### src/rtl/flick_debounce_if.sv
// Push-button debouncer bundle: raw button in, debounced level and event pulses out.
// master = button/consumer side, slave = the debouncer itself.
interface flick_debounce_if;
    logic btn_raw;
    logic flick;
    logic flick_rise;
    logic flick_fall;
    logic long_press;

    modport master (
        output btn_raw,
        input  flick,
        input  flick_rise,
        input  flick_fall,
        input  long_press
    );

    modport slave (
        input  btn_raw,
        output flick,
        output flick_rise,
        output flick_fall,
        output long_press
    );
endinterface

### src/rtl/flick_debounce.sv
// Push-button debouncer: 2-flop sync, 4-state debounce FSM, press/release pulses, optional long-press
// (FLICK_LONG_PRESS_EN). flick follows btn_raw DEB_MAX+2 edges after first sampling; no backpressure.
module flick_debounce #(
    parameter int CNT_W    = 20,
    parameter int DEB_MAX  = 500000,
    parameter int LONG_MAX = 1000000
) (
    input  logic            clk,
    input  logic            reset,
    flick_debounce_if.slave bus
);

    typedef enum logic [1:0] {IDLE, PRESS_CHK, HELD, REL_CHK} state_t;

    localparam logic [CNT_W-1:0] DEB_LAST = CNT_W'(DEB_MAX - 1);

    if (DEB_MAX < 2 || DEB_MAX > (2 ** CNT_W) - 1 ||
        LONG_MAX < 2 || LONG_MAX > (2 ** CNT_W) - 1) begin : g_bad_cfg
        $error("flick_debounce: DEB_MAX/LONG_MAX outside 2..2^CNT_W-1");
    end

    state_t           state_q, state_d;
    logic [CNT_W-1:0] cnt_q, cnt_d;
    logic             s1_q, s2_q;
    logic             flick_q, flick_d;
    logic             rise_q, rise_d;
    logic             fall_q, fall_d;

    always_ff @(posedge clk) begin
        if (reset) begin
            state_q <= IDLE;
            cnt_q   <= '0;
        end else begin
            state_q <= state_d;
            cnt_q   <= cnt_d;
        end
    end

    // Every transition restarts cnt; the terminal compare keeps it from ever wrapping.
    always_comb begin
        state_d = state_q;
        cnt_d   = cnt_q;
        case (state_q)
            IDLE: begin
                if (s2_q) begin
                    state_d = PRESS_CHK;
                    cnt_d   = '0;
                end
            end
            PRESS_CHK: begin
                if (!s2_q) begin
                    state_d = IDLE;
                    cnt_d   = '0;
                end else if (cnt_q == DEB_LAST) begin
                    state_d = HELD;
                    cnt_d   = '0;
                end else begin
                    cnt_d = cnt_q + 1'b1;
                end
            end
            HELD: begin
                if (!s2_q) begin
                    state_d = REL_CHK;
                    cnt_d   = '0;
                end
            end
            REL_CHK: begin
                if (s2_q) begin
                    state_d = HELD;
                    cnt_d   = '0;
                end else if (cnt_q == DEB_LAST) begin
                    state_d = IDLE;
                    cnt_d   = '0;
                end else begin
                    cnt_d = cnt_q + 1'b1;
                end
            end
            default: begin
                state_d = IDLE;
                cnt_d   = '0;
            end
        endcase
    end

    always_comb begin
        flick_d = (state_d == HELD) || (state_d == REL_CHK);
        rise_d  = (state_q == PRESS_CHK) && (state_d == HELD);
        fall_d  = (state_q == REL_CHK) && (state_d == IDLE);
    end

    always_ff @(posedge clk) begin
        if (reset) begin
            s1_q    <= 1'b0;
            s2_q    <= 1'b0;
            flick_q <= 1'b0;
            rise_q  <= 1'b0;
            fall_q  <= 1'b0;
        end else begin
            s1_q    <= bus.btn_raw;
            s2_q    <= s1_q;
            flick_q <= flick_d;
            rise_q  <= rise_d;
            fall_q  <= fall_d;
        end
    end

    assign bus.flick      = flick_q;
    assign bus.flick_rise = rise_q;
    assign bus.flick_fall = fall_q;

`ifdef FLICK_LONG_PRESS_EN
    localparam logic [CNT_W-1:0] LONG_LIM = CNT_W'(LONG_MAX);

    logic [CNT_W-1:0] hold_q, hold_d;
    logic             long_q, long_d;

    // Only a fresh press clears the hold count, so a release bounce cannot re-arm long_press.
    always_comb begin
        hold_d = hold_q;
        if (state_q == IDLE || rise_d) begin
            hold_d = '0;
        end else if ((state_q == HELD || state_q == REL_CHK) && hold_q != LONG_LIM) begin
            hold_d = hold_q + 1'b1;
        end
        long_d = (hold_d == LONG_LIM) && (hold_q != LONG_LIM);
    end

    always_ff @(posedge clk) begin
        if (reset) begin
            hold_q <= '0;
            long_q <= 1'b0;
        end else begin
            hold_q <= hold_d;
            long_q <= long_d;
        end
    end

    assign bus.long_press = long_q;
`else
    assign bus.long_press = 1'b0;
`endif

endmodule

### src/flat_wrapper.sv
// flat-port wrapper written by rule: the top's interface ports become plain ports
module flick_debounce_flat 
#(
    parameter int CNT_W    = 20,
    parameter int DEB_MAX  = 500000,
    parameter int LONG_MAX = 1000000
)
  (clk, reset, bus_btn_raw, bus_flick, bus_flick_rise, bus_flick_fall, bus_long_press);
  flick_debounce_if bus_i ();
  input  logic clk;
  input  logic reset;
  input wire logic [$bits(bus_i.btn_raw)-1:0] bus_btn_raw;
  output wire logic [$bits(bus_i.flick)-1:0] bus_flick;
  output wire logic [$bits(bus_i.flick_rise)-1:0] bus_flick_rise;
  output wire logic [$bits(bus_i.flick_fall)-1:0] bus_flick_fall;
  output wire logic [$bits(bus_i.long_press)-1:0] bus_long_press;
  assign bus_i.btn_raw = bus_btn_raw;
  assign bus_flick = bus_i.flick;
  assign bus_flick_rise = bus_i.flick_rise;
  assign bus_flick_fall = bus_i.flick_fall;
  assign bus_long_press = bus_i.long_press;
  flick_debounce #(.CNT_W(CNT_W), .DEB_MAX(DEB_MAX), .LONG_MAX(LONG_MAX)) u_core (.clk(clk), .reset(reset), .bus(bus_i));
endmodule
### config.mk
export PLATFORM = sky130hd
export DESIGN_NAME = flick_debounce_flat
export DESIGN_NICKNAME = d
export VERILOG_FILES = /design/src/rtl/flick_debounce_if.sv /design/src/rtl/flick_debounce.sv /design/src/flat_wrapper.sv
export SDC_FILE = /design/constraint.sdc
export NUM_CORES = 1
export LEC_CHECK = 0
export CORE_ASPECT_RATIO = 2
export CORE_MARGIN = 4
export CORE_UTILIZATION = 25
export CTS_CLUSTER_SIZE = 28
export DETAILED_ROUTE_END_ITERATION = 10
export PLACE_DENSITY = 0.43
export SLEW_MARGIN = 20
export SYNTH_ARGS = -nofsm -noshare
export SYNTH_HDL_FRONTEND = slang
export SYNTH_SLANG_ARGS = --single-unit
### constraint.sdc
create_clock -name clk -period 2.02 [get_ports clk]
set_input_delay 0.202 -clock clk [delete_from_list [all_inputs] [get_ports clk]]
set_output_delay 0.202 -clock clk [all_outputs]
set_load 0.02 [all_outputs]
==> metrics.yaml <==
outcome:
  status: "completed"
sta:
  finalCriticalPeriod_ps: 1840
  rsz0062_at_grt: "no"
  fmax_mhz: 543
  final.setup_skew_ps: 2.96
  setup-tns-final_ps: 0
  fin_ws_ps: 180
  finalHoldViolations: 0
  layout_worst_path_cycle_share_pct: 91.1
  whs_ps: 450
  final-setup-viol-count: 0
  slew_violations: 0
clocking:
  cts_buffers: 3
  path_clk_slew_ps: 100
  clock_latency_ps: 270
  clock-root-buffer: "clkbuf_8"
  cts_tree: "built"
  clockBufferDepth: 2
  cts.sinks: 27
  htree_levels: 1
min_path:
  hold_start: "u_core.s1_q"
  hp-class: "reg2reg"
  holdPathEnd: "u_core.s2_q"
  worstHoldPathCells: 1
yosys:
  synth-simple-area-share_pct: 40.4
  synth-edff-count: 0
  ys_top_cells_by_area: "dfxtp_1 (40%), nand2_1 (7.4%), nand3_1 (6.6%)"
  synth-seq-cells: 27
  ys_seq_area_share_pct: 39.7
  muxShareOfSynthArea_pct: 1.47
  synth.top_cell.area_share_pct: 39.7
  ys.flop_type: "dfxtp_1"
  ys_types: 43
  synth-xor-area-share_pct: 3.21
  synth_area_mm2: 0.00136
  ys_warn_count: 0
  synth_compound_area_share_pct: 10.6
  syn-num-nets: 166
  synth_fa_ha_area_share_pct: 0.918
  synth_common_cells: "dfxtp_1 (27), nand2_1 (27), nand3_1 (18)"
  async_reset_ff_share_pct: 0
  syn_area_per_cell_um2: 8.41
  postSynthCellCount: 162
  synth_top_family_by_area: "simple AND/OR/NAND/NOR gates"
  synth_largest_area_cell: "dfxtp_1"
worst_setup_path:
  cp_slowest_cell: "dfxtp_1"
  crit_type: "reg2reg"
  worst_setup_path_start_kind: "flop"
  cp_max_fo: 4
  rr_endpoint: "u_core.bus.flick"
  endpoint_kind: "flop"
  slowest_delay_ps: 390
  r2r_cells: 7
  reg2reg_setup_slack_ps: 180
  worstPathArrival_ps: 2000
  crit_required_ps: 2180
  path_cells: "ha_1 -> nand3_1 -> nor4_4 -> buf_4 -> nand3_2 -> mux2i_1 -> nor2_1"
  rr_startpoint: "u_core.cnt_q[0]"
grt:
  antenna_found_initial: 0
  grt_pass1_vias: 1147
  grt_max_degree: 23
  grt_pass1_wl_um: 5440
  grtUsageTotal_pct: 10.5
  grt_overflow: 0
final_layout:
  multiInputGateArea_um2: 790
  syn2layout_area_growth_pct: 19.4
  diodes: 0
  final_nets: 183
  n_fill_cell: 567
  layoutNonFillerInstCount: 236
  drive_gt1_share_pct: 16.3
  seqCellArea_um2: 541
drt:
  drcViolationCount: 0
  post_drt_wl_per_cell_um: 13.7
  routed_wl_um: 3220
  ant_nets: 0
  viasPerCell: 5.12
  firstDrtPassIters: 4
  vias: 1209
  drt_iter0_drc: 14
power:
  switching_power_mw: 0.205
  p_seq_share_pct: 60.1
  p_comb_share_pct: 4.1
  p_int_mw: 0.688
  ir_drop_v: 0.000303
  p_sw_share_pct: 22.9
  power_frac_clock_pct: 35.8
  p_leak_nw: 0.524
  p_per_area_mw_per_mm2: 549
placement:
  gp_congestion: 0.738
  dp_cells: 229
  portBuffers: 5
  dp_hpwl_um: 2370
  pre_cts_ws_ps: 95.1
floorplan:
  dieArea_mm2: 0.00677
  core_region_area_mm2: 0.00523
  start_util_pct: 26.0
  placementRows: 37
  die_width_um: 60.2
  ios: 7
  die_h_um: 112
run:
  max-cap-violations: 0
[cell families after synthesis]
logic type               count (synthesis)
AO/OA/AOI/OAI                           19
XOR/XNOR                                 5
adder cells (fa/ha/maj)                  1
buffers and inverters                    8
flip-flops                              27
multiplexers                             2
other                                    1
AND/OR/NAND/NOR                         99
[state kept, by name, indices dropped and copies added, names as in the netlist]
name and cells:
u_core.bus.flick 1, u_core.state_q 2, u_core.cnt_q 20, u_core.s1_q 1, u_core.s2_q 1, u_core.bus.flick_fall 1, u_core.bus.flick_rise 1
[cell usage in the layout, fill, tap and decap left out, drive strengths merged]
| master | synthesis | routed |
|---|---|---|
| nand2 | 27 | 27 |
| dfxtp | 27 | 27 |
| nand3 | 19 | 19 |
| nor2 | 17 | 17 |
| buf | 6 | 15 |
| a31oi | 13 | 13 |
| nand4 | 6 | 6 |
| clkdlybuf4s50 | 0 | 5 |
| xnor2 | 4 | 4 |
| and4 | 3 | 3 |
| clkbuf | 2 | 3 |
| and2 | 3 | 3 |
| nor4 | 3 | 3 |
| nor3 | 3 | 3 |
| nor4b | 3 | 3 |
| and3 | 2 | 2 |
| nand3b | 2 | 2 |
| mux2i | 2 | 2 |
| nor2b | 2 | 2 |
| a22oi | 2 | 2 |
| xor2 | 1 | 1 |
| or4 | 1 | 1 |
| or4bb | 1 | 1 |
| nand2b | 1 | 1 |
| a21oi | 1 | 1 |
| nand4b | 1 | 1 |
| or4b | 1 | 1 |
| a21o | 1 | 1 |
| and3b | 1 | 1 |
| o21bai | 1 | 1 |
| and4bb | 1 | 1 |
| or3 | 1 | 1 |
| o211ai | 1 | 1 |
| or3b | 1 | 1 |
| ha | 1 | 1 |
| conb | 1 | 1 |
| clkinvlp | 0 | 1 |
[final cells by class]
type | instances | area share, %
Clock buffer | 3 | 2.54
Clock inverter | 1 | 0.462
Timing Repair Buffer | 20 | 10.8
Tap cell | 58 | 4.46
Multi-Input combinational cell | 127 | 48.5
Sequential cell | 27 | 33.2
[routing by layer]
metal | track usage (%) | vias to the layer above | wire length [µm]
li1 | - | 616 | -
met1 | 11.8 | 581 | 1300
met2 | 18.9 | 10 | 1830
met3 | 1.38 | 2 | 54
met4 | 3.99 | 0 | 37
met5 | 0 | - | 0
[worst max-delay path: cells and delay by family (launching register included)]
family,cells,cell delay [ps]
buffers and inverters,1,170
and+or+nand+nor,4,710
DFF,1,390
adders and majority gates,1,210
muxes,1,230
[through the flow]
stage / total power, mW / area [µm²] / util, %
after floorplan: 0.572 / 1360 / -
after global placement: 0.585 / 1530 / 29.2
after detailed placement: 0.585 / 1530 / 29.2
after CTS: 0.910 / 1580 / 30.1
after global routing: 0.933 / 1630 / 31.1
final: 0.893 / 1630 / 31.1
[worst max-delay path by stage]
stage	slack, ps	to	from	depth (start not counted)
2_1_floorplan	330	u_core.cnt_q[6]	u_core.cnt_q[8]	7
3_3_place_gp	120	u_core.bus.flick	u_core.cnt_q[0]	7
3_5_place_dp	100	u_core.bus.flick	u_core.cnt_q[0]	7
4_1_cts	70	u_core.bus.flick	u_core.cnt_q[0]	7
5_1_grt	20	u_core.state_q[1]	u_core.cnt_q[0]	7
6_report	180	u_core.bus.flick	u_core.cnt_q[0]	7
[power by group through the flow]
stage / clock network (mW) / logic (mW) / registers (mW)
after floorplan: 0 / 0.0240 / 0.548
after global placement: 0 / 0.0360 / 0.549
after detailed placement: 0 / 0.0365 / 0.549
after CTS: 0.338 / 0.0365 / 0.536
after global routing: 0.355 / 0.0402 / 0.537
final: 0.320 / 0.0368 / 0.536
[what timing repair did]
item	4_1_cts	5_1_grt
endpoints found under the setup margin	0	14
buffers inserted	0	3
resized for setup	0	2
hold buffers	0	0
No activity file was read; power rests on OpenSTA's default activity.
